`src/rtl/or1200_insn_monitor.sv`:
```
`default_nettype none
// ============================================================================
// Module   : or1200_insn_monitor
// Purpose  : Passive observer of the OR1200 write-back instruction stream.
//            Decodes l.nop K simulation hooks (exit, report r3, putc r3[7:0])
//            into registered one-cycle event pulses with captured data, and
//            counts retired instructions and recognised hooks. Drives nothing
//            back into the CPU.
// Ports    : clk            - system clock, rising edge
//            rst_n          - asynchronous active-low reset
//            wb_insn        - instruction word in write-back
//            wb_valid       - wb_insn retires this cycle
//            gpr_r3         - current value of GPR r3
//            exit_valid     - one-cycle pulse on exit hook
//            exited         - sticky, set on exit hook
//            exit_code      - r3 captured at exit
//            report_valid   - one-cycle pulse on report hook
//            report_data    - r3 captured at report
//            putc_valid     - one-cycle pulse on putc hook
//            putc_char      - r3[7:0] captured at putc
//            insn_count     - retired instruction count (wraps)
//            nop_hook_count - recognised hook count (saturates)
// Revision : 1.0 - initial release
// ============================================================================
module or1200_insn_monitor #(
  parameter int          ENABLE_DISPLAY = 0,
  parameter logic [15:0] NOP_EXIT       = 16'h0001,
  parameter logic [15:0] NOP_REPORT     = 16'h0002,
  parameter logic [15:0] NOP_PUTC       = 16'h0004
) (
  input  logic        clk,
  input  logic        rst_n,
  input  logic [31:0] wb_insn,
  input  logic        wb_valid,
  input  logic [31:0] gpr_r3,
  output logic        exit_valid,
  output logic        exited,
  output logic [31:0] exit_code,
  output logic        report_valid,
  output logic [31:0] report_data,
  output logic        putc_valid,
  output logic [7:0]  putc_char,
  output logic [31:0] insn_count,
  output logic [15:0] nop_hook_count
);

  localparam logic [7:0]  C_NOP_OPC   = 8'h15;
  localparam logic [15:0] C_HOOK_SAT  = 16'hFFFF;

  logic        w_active;
  logic        w_is_nop;
  logic [15:0] w_k;
  logic        w_exit_hit;
  logic        w_report_hit;
  logic        w_putc_hit;
  logic        w_hook_hit;

  // Once the exit hook has been seen the monitor freezes completely, so
  // every retirement is qualified by the sticky exited flag.
  assign w_active     = wb_valid && !exited;
  assign w_is_nop     = (wb_insn[31:24] == C_NOP_OPC) && (wb_insn[23:16] == 8'h00);
  assign w_k          = wb_insn[15:0];
  assign w_exit_hit   = w_active && w_is_nop && (w_k == NOP_EXIT);
  assign w_report_hit = w_active && w_is_nop && (w_k == NOP_REPORT);
  assign w_putc_hit   = w_active && w_is_nop && (w_k == NOP_PUTC);
  assign w_hook_hit   = w_exit_hit || w_report_hit || w_putc_hit;

  // Event pulses and captured data
  always_ff @(posedge clk or negedge rst_n) begin
    if (!rst_n) begin
      exit_valid   <= 1'b0;
      exited       <= 1'b0;
      exit_code    <= 32'h0;
      report_valid <= 1'b0;
      report_data  <= 32'h0;
      putc_valid   <= 1'b0;
      putc_char    <= 8'h0;
    end else begin
      exit_valid   <= w_exit_hit;
      report_valid <= w_report_hit;
      putc_valid   <= w_putc_hit;
      if (w_exit_hit) begin
        exited    <= 1'b1;
        exit_code <= gpr_r3;
      end
      if (w_report_hit) begin
        report_data <= gpr_r3;
      end
      if (w_putc_hit) begin
        putc_char <= gpr_r3[7:0];
      end
    end
  end

  // Counters: instruction count wraps naturally, hook count saturates
  always_ff @(posedge clk or negedge rst_n) begin
    if (!rst_n) begin
      insn_count     <= 32'h0;
      nop_hook_count <= 16'h0;
    end else begin
      if (w_active) begin
        insn_count <= insn_count + 32'd1;
      end
      if (w_hook_hit && (nop_hook_count != C_HOOK_SAT)) begin
        nop_hook_count <= nop_hook_count + 16'd1;
      end
    end
  end

`ifndef SYNTHESIS
  generate
    if (ENABLE_DISPLAY != 0) begin : g_display
      always @(posedge clk) begin
        if (rst_n) begin
          if (w_report_hit) begin
            $display("report(0x%08h);", gpr_r3);
          end
          if (w_putc_hit) begin
            $write("%c", gpr_r3[7:0]);
          end
          if (w_exit_hit) begin
            $display("exit(0x%08h)", gpr_r3);
            $finish;
          end
        end
      end
    end : g_display
  endgenerate
`endif

endmodule : or1200_insn_monitor
`default_nettype wire

```
`config.mk`:
```
export PLATFORM = sky130hd
export DESIGN_NAME = or1200_insn_monitor
export DESIGN_NICKNAME = d
export VERILOG_FILES = /design/src/rtl/or1200_insn_monitor.sv
export SDC_FILE = /design/constraint.sdc
export NUM_CORES = 1
export LEC_CHECK = 0
export CAP_MARGIN = 20
export CORE_MARGIN = 3
export CORE_UTILIZATION = 45
export DETAILED_ROUTE_END_ITERATION = 8
export DONT_BUFFER_PORTS = 1
export PLACE_DENSITY = 0.58
export SLEW_MARGIN = 20
export SYNTH_ARGS = -nofsm -noshare
export SYNTH_HDL_FRONTEND = slang
export SYNTH_SLANG_ARGS = --single-unit
```
`constraint.sdc`:
```
create_clock -name clk -period 2.3 [get_ports clk]
set_clock_uncertainty 0.05 [all_clocks]
set_input_delay 0.46 -clock clk [delete_from_list [all_inputs] [get_ports clk]]
set_output_delay 0.46 -clock clk [all_outputs]
set_load 0.01 [all_outputs]
```
==> results <==
- The flow ran to the end, but the final reports show violations.
- The final reports fail on negative hold slack.
- The post-synthesis sequential area ratio is 61.0%.
- Setup repair after global routing left no endpoint under its margin.
- The post-synthesis instance area is 5090 um2.
- The final cell utilization of the core is 54.7%.
- The TritonCTS clock tree is built.
- For this run, the leading register cell type out of synthesis is sky130_fd_sc_hd__dfrtp_1.
- The floorplan step set the die height to 112 um.
- The final-layout setup total negative slack is 0 ps.
- The count of instances resized after the clock tree is built is 0.
- The highest attainable clock frequency is 480 MHz.
- The maximum net fanout on the critical path is 12.
- After floorplanning, the core was divided into 38 placement rows.
- The overall fraction of global-route tracks in use is 16.9%.
- The part of the cycle the worst path needs is 90.6%.
- Hold timing on the final database bottoms out at a slack of -299 ps.
- The routed via count is 2974.
- CTS built an H-tree with a depth of 4.
- After detailed routing, the number of remaining DRC violations is 0.
- Pin placement for this block handled 191 I/O pins.
- The area of the core is 10900 um2.
- The min-delay analysis places its worst path in the category primary input to async pin.
- The overflow left after global routing is 0.
- The pre-antenna-repair detailed-routing pass consisted of 4 iterations.
- Clock-pin slew was measured on the worst setup and hold paths at 50 ps.
- The initial core utilization is 46.5%.
- The number of cells traversed by the worst register-to-register path is 6.
- The share of final-layout standard cells stronger than drive strength 1 is 30.6%.
- Summed over its instances, the top area cell type makes up 61.0% of the synthesized netlist area.
- Summing all multi-input logic gate instances after layout gives 1950 um2.
- The cell sitting at the root of the clock tree is a sky130_fd_sc_hd__clkbuf_16.
- Synthesis produced 364 cells.
- Once detail routing completed, the nets flagged for antenna violations numbered 0.
- The worst register-to-register path ends at exit_code[29].
- The launch point of the critical path is exited.
- The total nets after synthesis is 433.
- By area the synthesized netlist is led by sky130_fd_sc_hd__dfrtp_1 (61%), sky130_fd_sc_hd__mux2_2 (16%), sky130_fd_sc_hd__xnor2_1 (6.0%).
- The number of maximum-capacitance constraint violations is 0.
- The number of filler cells placed in the layout is 911.
- In the synthesized netlist, the cells that appear most often are sky130_fd_sc_hd__dfrtp_1 (124), sky130_fd_sc_hd__mux2_2 (71), sky130_fd_sc_hd__xnor2_1 (35), sky130_fd_sc_hd__nand2_1 (19), sky130_fd_sc_hd__nand3_1 (18).
- The wire length of the first global-routing pass is 16700 um.
- The count of final hold-check violations is 124.
- The average size of a mapped cell is 14.0 um2.
- The buffers inserted during post-CTS setup optimization is 0.
- In the final routed layout, each cell accounts on average for 19.1 um.
- Compared with the post-synthesis result, the final layout area differs by 17.6%.
- The count of different cell masters after synthesis is 32.
- The kind of start point of the critical path is a flip-flop.
- The initial antenna violation count is 0.
- The number of buffer cells added on primary ports is 0.
- The die is 112 um wide.
- The worst-case IR drop observed on VDD is 0.523 mV.
- The layout net count is 459.
- Headroom to the max-slew limit came out at 66.5%.
- For this block, the initial DRC count from the detailed router was 163.
- The count of pins over their slew limit is 0.
- At the pin with the least slew margin, the transition time is 497 ps.
- The synthesized design contains 124 register bits.
- The register-to-register setup slack is 220 ps.
- In this run the critical register-to-register path is launched from exited.
- Power spread over the standard cell area amounts to 858 nW/um2.
- The number of clock sinks seen by CTS is 124.
- Entering global routing, the biggest net connects 125 pins.
- The HPWL after detailed placement is 7260 um.
- The repair_antennas step left the layout with diodes totalling 0.
- The weighted congestion reported at the end of routability-driven placement is 0.758.
- Summed over all cells, the static leakage comes to 2.92 nW.
- In the synthesized netlist the async set-or-reset flop fraction comes to 100%.
- Registers take 3100 um2.
- The warning count from the yosys run is 0.
- The minimum clock period after layout is 2080 ps.
- The final wirelength is 10300 um.
- Yosys instantiated no cell more often than sky130_fd_sc_hd__dfrtp_1.
- The die covers 12600 um2.
- The critical path class is flip-flop to flip-flop.
- The number of global-route vias before repair is 3162.
- The number of buffers created by CTS is 17.
- Of all cell types, the one taking the most synthesized area is sky130_fd_sc_hd__dfrtp_1.
- Setup violations remaining at the end of the flow were counted as 0.
- Following the worst setup path forward leads to its endpoint at exit_code[29].
- The required time of the critical path is 2540 ps.
- The number of buffers on the longest clock path is 2.
- Using the TritonRoute via totals, the vias-per-cell ratio works out to 5.49.
- The number of synthesized flops with an enable pin is 0.
- After layout, the design draws a total of 5.13 mW.
- The clock insertion delay at the later pin of the skew report is 400 ps.
- For the worst setup path, the data arrival time is 2320 ps.
- The critical path endpoint category is a flip-flop.
-- worst min path at each step --
stage               start  cells past startpoint  slack [ps]              to
CTS                 rst_n                      0        -320  insn_count[18]
finish              rst_n                      0        -300  insn_count[16]
global placement    rst_n                      0         120  insn_count[19]
detailed placement  rst_n                      0         120  insn_count[24]
global route        rst_n                      0        -330  insn_count[11]
floorplan           rst_n                      0         110    exit_code[0]
-- logic make-up after synthesis --
group / synth area share [%]
buffers and inverters: 1.47
muxes: 16.4
and+or+nand+nor: 12.7
adders and majority gates: 0.492
xor gates and xnor gates: 7.74
DFF: 61.0
AOI/OAI and AO/OA: 0.295
-- power breakdown --
part           leakage (nW)  total, mW  switching [mW]  internal (mW)
Combinational         0.897      0.120          0.0513         0.0686
Sequential             1.72       2.37           0.123           2.24
Clock                 0.297       2.65           0.876           1.77
Total                  2.91       5.13            1.05           4.08
-- area by class of cell --
class / instances / area share, %
clock inverters: 8 / 1.92
multi-input cells: 231 / 32.5
repair buffers: 15 / 2.72
clock buffers: 23 / 7.99
flip-flops and latches: 124 / 51.9
well taps: 140 / 2.93
inverters: 1 / 0.0627
-- placed cells by master, fill, tap and decap left out, types with 5 or more instances in the layout --
| cell | Yosys | routed |
|---|---|---|
| sky130_fd_sc_hd__buf_4 | 3 | 11 |
| sky130_fd_sc_hd__dfrtp_1 | 124 | 124 |
| sky130_fd_sc_hd__and3_1 | 10 | 10 |
| sky130_fd_sc_hd__nor2_1 | 14 | 14 |
| sky130_fd_sc_hd__xnor2_1 | 35 | 35 |
| sky130_fd_sc_hd__nor3_1 | 6 | 6 |
| sky130_fd_sc_hd__xor2_1 | 10 | 10 |
| sky130_fd_sc_hd__nand3_1 | 18 | 18 |
| sky130_fd_sc_hd__nand2_1 | 19 | 19 |
| sky130_fd_sc_hd__nand4_1 | 13 | 13 |
| sky130_fd_sc_hd__mux2_2 | 71 | 68 |
| sky130_fd_sc_hd__clkbuf_16 | 0 | 17 |
| sky130_fd_sc_hd__clkinv_2 | 0 | 5 |
-- flip-flops by register name (all words and copies together), names as in the netlist --
register	flops
report_valid	1
nop_hook_count	16
putc_valid	1
report_data	32
exit_code	32
exited	1
putc_char	8
exit_valid	1
insn_count	32
-- per-layer routing --
metal  share of wire (%)  track usage (%)  vias to the layer above
met5                   0                0                        -
met4                 1.7             7.53                        0
met3                  11             8.19                       19
met2                  49             26.5                      138
met1                  39             19.7                     1473
li1                    -                -                     1344
-- critical path, cell delays in order, from the launching register on --
cell and delay (ps):
sky130_fd_sc_hd__dfrtp_1 370, sky130_fd_sc_hd__nor2b_1 270, sky130_fd_sc_hd__nand4_2 200, sky130_fd_sc_hd__buf_4 210, sky130_fd_sc_hd__nor3_4 250, sky130_fd_sc_hd__buf_4 250
sky130_fd_sc_hd__mux2_2 360
-- stage by stage --
stage | std cells | hold slack, ps | area (um2) | worst slack (ps)
6_report | 542 | -299 | 5980 | 217
4_1_cts | 542 | -325 | 5980 | 182
5_1_grt | 542 | -328 | 5980 | 21.3
3_3_place_gp | 511 | 117 | 5390 | -106
2_1_floorplan | 364 | 114 | 5120 | -89.2
3_5_place_dp | 511 | 119 | 5390 | -129
Power figures use the tool's default switching activity.
